`src/rtl/ucwb_pkg.sv`:
```
// ucwb_pkg: shared entry type and state encodings for the uncached write buffer
package ucwb_pkg;
  localparam int UCWB_AW = 32;
  localparam int UCWB_DW = 32;
  typedef struct packed {
    logic [UCWB_AW-1:0] addr;
    logic [1:0] size;
    logic [3:0] wstrb;
    logic [UCWB_DW-1:0] wdata;
  } ucwb_entry_t;
  typedef enum logic [1:0] {D_IDLE, D_REQ, D_RESP} drain_t;
  typedef enum logic {P_IDLE, P_WAIT} pass_t;
endpackage

```
`src/rtl/ucwb_fifo.sv`:
```
// ucwb_fifo: DEPTH-entry synchronous FIFO of buffered store entries with head output
module ucwb_fifo
  import ucwb_pkg::*;
#(
  parameter int DEPTH = 4,
  localparam int PW = $clog2(DEPTH),
  localparam int CW = $clog2(DEPTH + 1)
) (
  input  logic clk,
  input  logic rst,
  input  logic push,
  input  logic pop,
  input  ucwb_entry_t din,
  output ucwb_entry_t head,
  output logic full,
  output logic empty,
  output logic [CW-1:0] count
);
  ucwb_entry_t mem [DEPTH];
  logic [PW-1:0] rd_ptr, wr_ptr;
  assign head = mem[rd_ptr];
  assign full = count == CW'(DEPTH);
  assign empty = count == '0;
  // entry storage, written at the tail
  always_ff @(posedge clk) begin
    if (push) mem[wr_ptr] <= din;
  end
  // pointers wrap naturally; simultaneous push and pop keep count unchanged
  always_ff @(posedge clk) begin
    if (rst) begin
      rd_ptr <= '0;
      wr_ptr <= '0;
      count <= '0;
    end else begin
      if (push) wr_ptr <= wr_ptr + 1'b1;
      if (pop) rd_ptr <= rd_ptr + 1'b1;
      count <= count + CW'(push) - CW'(pop);
    end
  end
endmodule

```
`src/rtl/uncached_write_buffer.sv`:
```
// uncached_write_buffer: posted uncached-store buffer in front of sram_to_axi; UCWB_PERF_EN adds stall counters
module uncached_write_buffer
  import ucwb_pkg::*;
#(
  parameter int DEPTH = 4,
  parameter int AW = UCWB_AW,
  parameter int DW = UCWB_DW
) (
  input  logic clk,
  input  logic reset,
  input  logic u_req,
  input  logic u_uncached,
  input  logic u_wr,
  input  logic [1:0] u_size,
  input  logic [3:0] u_wstrb,
  input  logic [AW-1:0] u_addr,
  input  logic [DW-1:0] u_wdata,
  output logic u_addr_ok,
  output logic u_data_ok,
  output logic [DW-1:0] u_rdata,
  output logic d_req,
  output logic d_uncached,
  output logic d_wr,
  output logic [1:0] d_size,
  output logic [3:0] d_wstrb,
  output logic [AW-1:0] d_addr,
  output logic [DW-1:0] d_wdata,
  input  logic d_addr_ok,
  input  logic d_data_ok,
  input  logic [DW-1:0] d_rdata,
  output logic wb_empty
`ifdef UCWB_PERF_EN
  ,
  output logic [31:0] perf_full_stall,
  output logic [31:0] perf_pass_stall
`endif
);
  localparam int CW = $clog2(DEPTH + 1);
  drain_t drain;
  pass_t pass;
  logic ack_q, full, empty, store, pass_req, pass_ok, pass_hs, push, pop, own;
  logic [CW-1:0] count;
  ucwb_entry_t head, din;
  assign store = u_req & u_uncached & u_wr;
  assign pass_req = u_req & ~store;
  assign own = ~empty | drain != D_IDLE;
  assign pass_ok = ~own & pass == P_IDLE;
  assign pass_hs = pass_req & pass_ok & d_addr_ok;
  assign push = store & ~full & pass == P_IDLE;
  assign pop = drain == D_RESP & d_data_ok;
  assign din = '{addr: u_addr, size: u_size, wstrb: u_wstrb, wdata: u_wdata};
  assign u_addr_ok = push | pass_hs;
  assign u_data_ok = ack_q | (pass == P_WAIT & d_data_ok);
  assign u_rdata = d_rdata;
  assign d_req = ~reset & (own ? drain == D_REQ : pass_req & pass_ok);
  assign d_uncached = own | u_uncached;
  assign d_wr = own | u_wr;
  assign d_size = own ? head.size : u_size;
  assign d_wstrb = own ? head.wstrb : u_wstrb;
  assign d_addr = own ? head.addr : u_addr;
  assign d_wdata = own ? head.wdata : u_wdata;
  assign wb_empty = ~own;
  ucwb_fifo #(.DEPTH(DEPTH)) u_fifo (
    .clk(clk),
    .rst(reset),
    .push(push),
    .pop(pop),
    .din(din),
    .head(head),
    .full(full),
    .empty(empty),
    .count(count)
  );
  // drain and pass-through FSMs plus the early store acknowledge
  always_ff @(posedge clk) begin
    if (reset) begin
      drain <= D_IDLE;
      pass <= P_IDLE;
      ack_q <= 1'b0;
    end else begin
      ack_q <= push;
      drain <= drain == D_IDLE ? (empty ? D_IDLE : D_REQ) :
               drain == D_REQ ? (d_addr_ok ? D_RESP : D_REQ) :
               d_data_ok ? (count != CW'(1) ? D_REQ : D_IDLE) : D_RESP;
      pass <= pass == P_IDLE ? (pass_hs ? P_WAIT : P_IDLE) : (d_data_ok ? P_IDLE : P_WAIT);
    end
  end
`ifdef UCWB_PERF_EN
  // saturating stall counters: store against a full buffer, pass-through behind buffered stores
  always_ff @(posedge clk) begin
    if (reset) begin
      perf_full_stall <= '0;
      perf_pass_stall <= '0;
    end else begin
      if (store & full & ~&perf_full_stall) perf_full_stall <= perf_full_stall + 32'd1;
      if (pass_req & own & ~&perf_pass_stall) perf_pass_stall <= perf_pass_stall + 32'd1;
    end
  end
`endif
endmodule

```
`config.mk`:
```
export PLATFORM = sky130hd
export DESIGN_NAME = uncached_write_buffer
export DESIGN_NICKNAME = d
export VERILOG_FILES = /design/src/rtl/ucwb_pkg.sv /design/src/rtl/ucwb_fifo.sv /design/src/rtl/uncached_write_buffer.sv
export SDC_FILE = /design/constraint.sdc
export NUM_CORES = 1
export LEC_CHECK = 0
export ABC_AREA = 1
export CAP_MARGIN = 30
export CORE_MARGIN = 2
export CORE_UTILIZATION = 40
export CTS_CLUSTER_SIZE = 25
export DETAILED_ROUTE_END_ITERATION = 12
export GPL_TIMING_DRIVEN = 0
export PLACE_DENSITY_LB_ADDON = 0.25
export RECOVER_POWER = 25
export SLEW_MARGIN = 40
export SYNTH_ARGS = -nofsm -noshare
export SYNTH_HDL_FRONTEND = slang
export SYNTH_HIERARCHICAL = 1
export SYNTH_SLANG_ARGS = --single-unit
```
`constraint.sdc`:
```
create_clock -name clk -period 5.95 [get_ports clk]
set_input_delay 0.8925 -clock clk [delete_from_list [all_inputs] [get_ports clk]]
set_output_delay 0.8925 -clock clk [all_outputs]
set_load 0.02 [all_outputs]
```
# Word-level counts from Yosys, hierarchy flattened
# Memories as Yosys holds them, arrays and structs flattened. A register that Yosys moved wholly into a read port is not among the register bits.
# Index checks and enable logic that the tools add are counted.
# classes
bitwise_logic	22
reduce_logical	3
div	0
mul	0
n_mux	18
n_lt_le_gt_ge	0
n_shift	0
addsub	4
n_eq_ne	4
# ops
cell	count
2-to-1 mux 32 bit	2
2-to-1 mux 2 bit	7
bitwise AND 1 bit	11
2-to-1 mux 1 bit	8
inverter 1 bit	6
OR 1 bit	5
adder 2 x 1 -> 2 bit (second input constant)	2
2-to-1 mux 4 bit	1
adder 3 x 1 -> 3 bit	1
== test 3 bit (second input constant)	1
zero test 3 bit	1
!= test 3 x 1 -> 1 bit (second input constant)	1
subtractor 3 x 1 -> 3 bit	1
== test 2 x 1 -> 1 bit (second input constant)	1
== test 2 bit (second input constant)	1
zero test 2 bit	1
nonzero test 2 bit	1
# word_totals
inputBits	109
mem_bits_rw	280
wordCells	58
latchBits	0
romBits	0
register_bits	11
memories	1
# memory_table
memory	words	width	read_ports	rd_ports_with_merged_regs	write_ports	line	rtl
u_fifo.mem	4	70	1	1	1	ucwb_fifo.sv:19	ucwb_entry_t mem [DEPTH];

# Longest topological paths before layout
# Gate-level depths: netlist of run 1.
# logic_depth
ltp_word	9
ltp_mapped	11
ltp_nobuf	11

# Hierarchy
# Netlist of run 1, hierarchy kept.
# modules_own_cells
module	cells_per_inst	seq_area_each_um2	instances	area_per_inst_um2
ucwb_fifo	873	8588.2	1	11910.2
uncached_write_buffer	294	80.1	1	1431.4

# Worst setup path before layout of run 1
# Ideal clock, no wire load.
# synth_timing
path_type	input -> register
from	in u_wr
to	mem u_fifo/mem[0][0] in the netlist's numbering, enable pin
setup_ps	424
path_buffers	0
slack_ps	2797
cell_stages	6
required_time_ps	5526
arrival_ps	2729
cell_sequence	nand3_1 > nor2_1 > nand2_1 > inv_1 > nand2_1 > inv_1
# synth_via
elab_chain_cells	5
# synth_lines
item	line	rtl
from (decl)	uncached_write_buffer.sv:13	input logic u_wr,
bitwise AND 1 bit	uncached_write_buffer.sv:44	assign store = u_req & u_uncached & u_wr;
bitwise AND 1 bit (2 in series)	uncached_write_buffer.sv:49	assign push = store & ~full & pass == P_IDLE;
named net push	uncached_write_buffer.sv:41	logic ack_q, full, empty, store, pass_req, pass_ok, pass_hs, push, pop, own;
2-to-1 mux 1 bit	ucwb_fifo.sv:26	if (push) mem[wr_ptr] <= din;
2-to-1 mux 1 bit (implied by the code)	ucwb_fifo.sv:26	
to (decl)	ucwb_fifo.sv:19	
# The timed path passes the listed nets, and every way through them passes these cells.

# Final worst setup path of run 1
# layout_timing
from	reg u_fifo.count[1]
to	out d_wdata[28]
# layout_via
elab_chain_cells	4
# layout_lines
item	line	rtl
from (decl)	ucwb_fifo.sv:17	output logic [CW-1:0] count
from (signal assigned)	ucwb_fifo.sv:37	count <= count + CW'(push) - CW'(pop);
zero test 3 bit	ucwb_fifo.sv:23	assign empty = count == '0;
named net empty	uncached_write_buffer.sv:41	
inverter 1 bit	uncached_write_buffer.sv:46	assign own = ~empty | drain != D_IDLE;
OR 1 bit	uncached_write_buffer.sv:46	
2-to-1 mux 32 bit	uncached_write_buffer.sv:61	assign d_wdata = own ? head.wdata : u_wdata;
to (decl)	uncached_write_buffer.sv:27	output logic [DW-1:0] d_wdata,
# The timed path passes the listed nets, and every way through them passes these cells.

==> flow_summary.toml, run 1 <==
[die]
fp.dieH_um = 187
dieArea_um2 = 34800
ios = 217
die_w_um = 187
coreArea_um2 = 32700
start_util_pct = 40.8
rows = 66

[global_routing]
track_usage_pct = 17.6
grt_overflow = 0
grt_max_degree = 43
grt_pass1_vias = 8836
antenna_found_initial = 4
grt_pass1_wl_um = 48600

[worst_hold_path]
holdPathStages = 2
min_from = "pass"
whs_endpoint = "pass"
hold_path.class = "reg -> reg"

[critical_path]
critPathKind = "reg -> out"
end_kind = "output pin"
reg2reg_slack_ns = 3.81
worstPathArrival_ns = 2.63
timing.rr.end = "u_fifo/mem[2][31]"
cp_max_fo = 10
rr_worst_depth = 9
cp.required_ns = 5.06
r2r-start = "u_fifo/count[1]"
crit_path_start_kind = "register"

[placement]
dp_cells = 1797
hpwl_um = 19500
gp_congestion = 0.746
post-place-ws_ns = 2.66
portBuffers = 184
place_area_um2 = 15900

[pwr]
ir_worst_vdd_v = 0.000246
power_leakage_nw = 6.47
power_density_nw_per_um2 = 330

[synth]
synth_nets = 1283
synth-adder-area-share_pct = 0.713
ys_ff_latch = 293
ys_seq_area_share_pct = 65.0
synthCells = 1167
synth_top_area_cell = "edfxtp_1"
synth_top_family_by_area = "compound AO/OA/AOI/OAI gates"
synth_common_cells = "364 x nand2_1, 280 x edfxtp_1, 162 x inv_1"
yosysMostFrequentCell = "nand2_1"
synth-simple-area-share_pct = 11.1
avgSynthCellArea_um2 = 11.4
synthArstFlopShare_pct = 0
ys.flop_type = "edfxtp_1"
yosysWarnings = 6
synth_cell_types = 28
netlist.area_leader.share_pct = 63.0
synth.area.top_cells = "edfxtp_1 63%, nand2_1 10%, o211ai_2 6.6%"
syn_area_um2 = 13300
muxShareOfSynthArea_pct = 0
synthXorXnorAreaFrac_pct = 0
synth_compound_area_share_pct = 12.4
synth_edf_count = 280

[cts]
clock_latency_ns = 0.55
hold_buffers = 0
cts_tree = "yes"
htreeDepth = 1
numCtsBuffers = 31
post-cts-setup-buffers = 0
cts_sinks = 293
clockBufferDepth = 3
cts_resized = 0
cts_root_buffer = "clkbuf_16"
path_clk_slew_ns = 0.06

[routing]
ant_nets = 0
vias = 8812
drc = 0
drt_iter0_drc = 587
routed_wl_um = 31100
vias_per_cell = 4.74
first_pass_iters = 5
wl_per_cell_um = 16.8

[timing]
setup_slack_ns = 2.42
fin_crit_sh_pct = 59.3
relSlewSlack_pct = 63.0
finalMaxSlewViolations = 0
clock.fmax_mhz = 284
setup-violations-final = 0
fin_setup_tns_ns = 0
rsz0062_at_grt = "false"
finalHoldViolCount = 0
period_needed_ns = 3.53
tightest_slew_ns = 0.551
fin_skew_ns = 0.0176

[job]
drv_cap = 0

[final_layout]
drive_above_1_share_pct = 15.6
synthToLayoutAreaGrowth_pct = 26.7
postLayoutCellArea_um2 = 16900
nNetsFinal = 1504
layout.cells.non_filler = 1858
final_util_pct = 51.7

[status]
status = "completed"
==> power breakdown <==
part	total, W	internal, W	switching [W]
Combinational	0.00134	0.000573	0.000766
Clock	0.00192	0.00117	0.000758
Sequential	0.00231	0.00230	0.0000110
Total	0.00557	0.00403	0.00154
==> state kept, by name (all words and copies together), names as in the netlist, named ones only <==
register	cells
ack_q	1
drain	2
pass	1
u_fifo/count	3
u_fifo/mem	280
u_fifo/rd_ptr	2
u_fifo/wr_ptr	2
==> metal layers <==
layer | routed length, um | vias to the layer above | GRT usage (%) | share of wire, %
met2 | 15100 | 289 | 30.0 | 48
met1 | 13500 | 4160 | 23.4 | 43
met4 | 471 | 0 | 3.79 | 1.5
li1 | - | 4325 | - | -
met3 | 2140 | 38 | 3.67 | 6.9
met5 | 0 | - | 0 | 0
==> cells by family (layout without fill, tap and decap cells) <==
| logic type | after synthesis | count (layout) |
|---|---|---|
| simple gates | 385 | 385 |
| other cells | 0 | 4 |
| compound gates | 225 | 225 |
| buf+inv | 257 | 502 |
| fa+ha+maj | 7 | 7 |
| flops | 293 | 293 |
==> worst max-delay path by stage <==
stage               cells past startpoint  slack [ns]                end             from
finish                                  7        2.42        d_wdata[28]  u_fifo/count[1]
global route                            7        2.23         d_wdata[8]  u_fifo/count[1]
CTS                                     7        2.37         d_wdata[9]  u_fifo/count[1]
detailed placement                      6        2.66          u_addr_ok       u_uncached
global placement                        7        0.92  u_fifo/mem[3][61]            u_req
floorplan                               6        2.80   u_fifo/mem[0][0]             u_wr
==> cell type report <==
cell class | instances | area [um2]
Fill cell | 2887 | 15800
Tap cell | 442 | 553
Timing Repair Buffer | 188 | 1950
Clock buffer | 37 | 798
Clock inverter | 20 | 225
Inverter | 163 | 632
Multi-Input combinational cell | 617 | 3230
Antenna cell | 4 | 10.0
Buffer | 94 | 828
Sequential cell | 293 | 8670
==> cells in the final DEF, fill, tap and decap left out, types with 2 or more instances in the layout <==
| cell | n |
|---|---|
| ha_1 | 6 |
| clkbuf_1 | 10 |
| diode_2 | 4 |
| nand2_1 | 364 |
| buf_16 | 4 |
| nor2_1 | 10 |
| nor3_1 | 2 |
| dlygate4sd3_1 | 44 |
| o21ai_1 | 30 |
| bufinv_16 | 5 |
| o21ai_0 | 44 |
| nand3_1 | 2 |
| a21oi_1 | 78 |
| or2_2 | 2 |
| buf_12 | 8 |
| clkbuf_16 | 31 |
| clkinv_2 | 6 |
| dfxtp_1 | 13 |
| edfxtp_1 | 280 |
| buf_2 | 15 |
| clkdlybuf4s50_1 | 140 |
| clkinvlp_4 | 3 |
| inv_6 | 4 |
| buf_4 | 47 |
| inv_1 | 158 |
| o211ai_2 | 70 |
| clkinv_1 | 6 |
| buf_6 | 20 |
==> worst max-delay path: stages (launching register included) <==
cell             delay [ns]
dfxtp_1                0.34
nor3_1                 0.26
nand2_2                0.10
inv_2                  0.34
buf_4                  0.27
nand2_1                0.07
nand2_1                0.09
clkdlybuf4s50_1        0.61
==> stage by stage <==
stage	total power (W)	hold WS, ns
2_1_floorplan	0.00306	0.436
4_1_cts	0.00565	0.478
5_1_grt	0.00580	0.499
3_5_place_dp	0.00371	0.469
3_3_place_gp	0.00371	0.456
6_report	0.00557	0.479
(Power assumes the default switching activity.)
==> inputs of run 2 (changes only) <==
Clock period 5.95 ns to 3.6 ns, I/O delays scaled along.
==> results of run 2 <==
The final DEF is identical to that of run 1. Status: completed.
Among the figures that moved: setup slack after placement 2.66 ns -> 0.881 ns; setup slack after layout 2.42 ns -> 0.425 ns; register-to-register setup slack 3.81 ns -> 1.46 ns; total power 0.00557 W -> 0.00921 W; worst IR drop on VDD 0.000246 V -> 0.000407 V
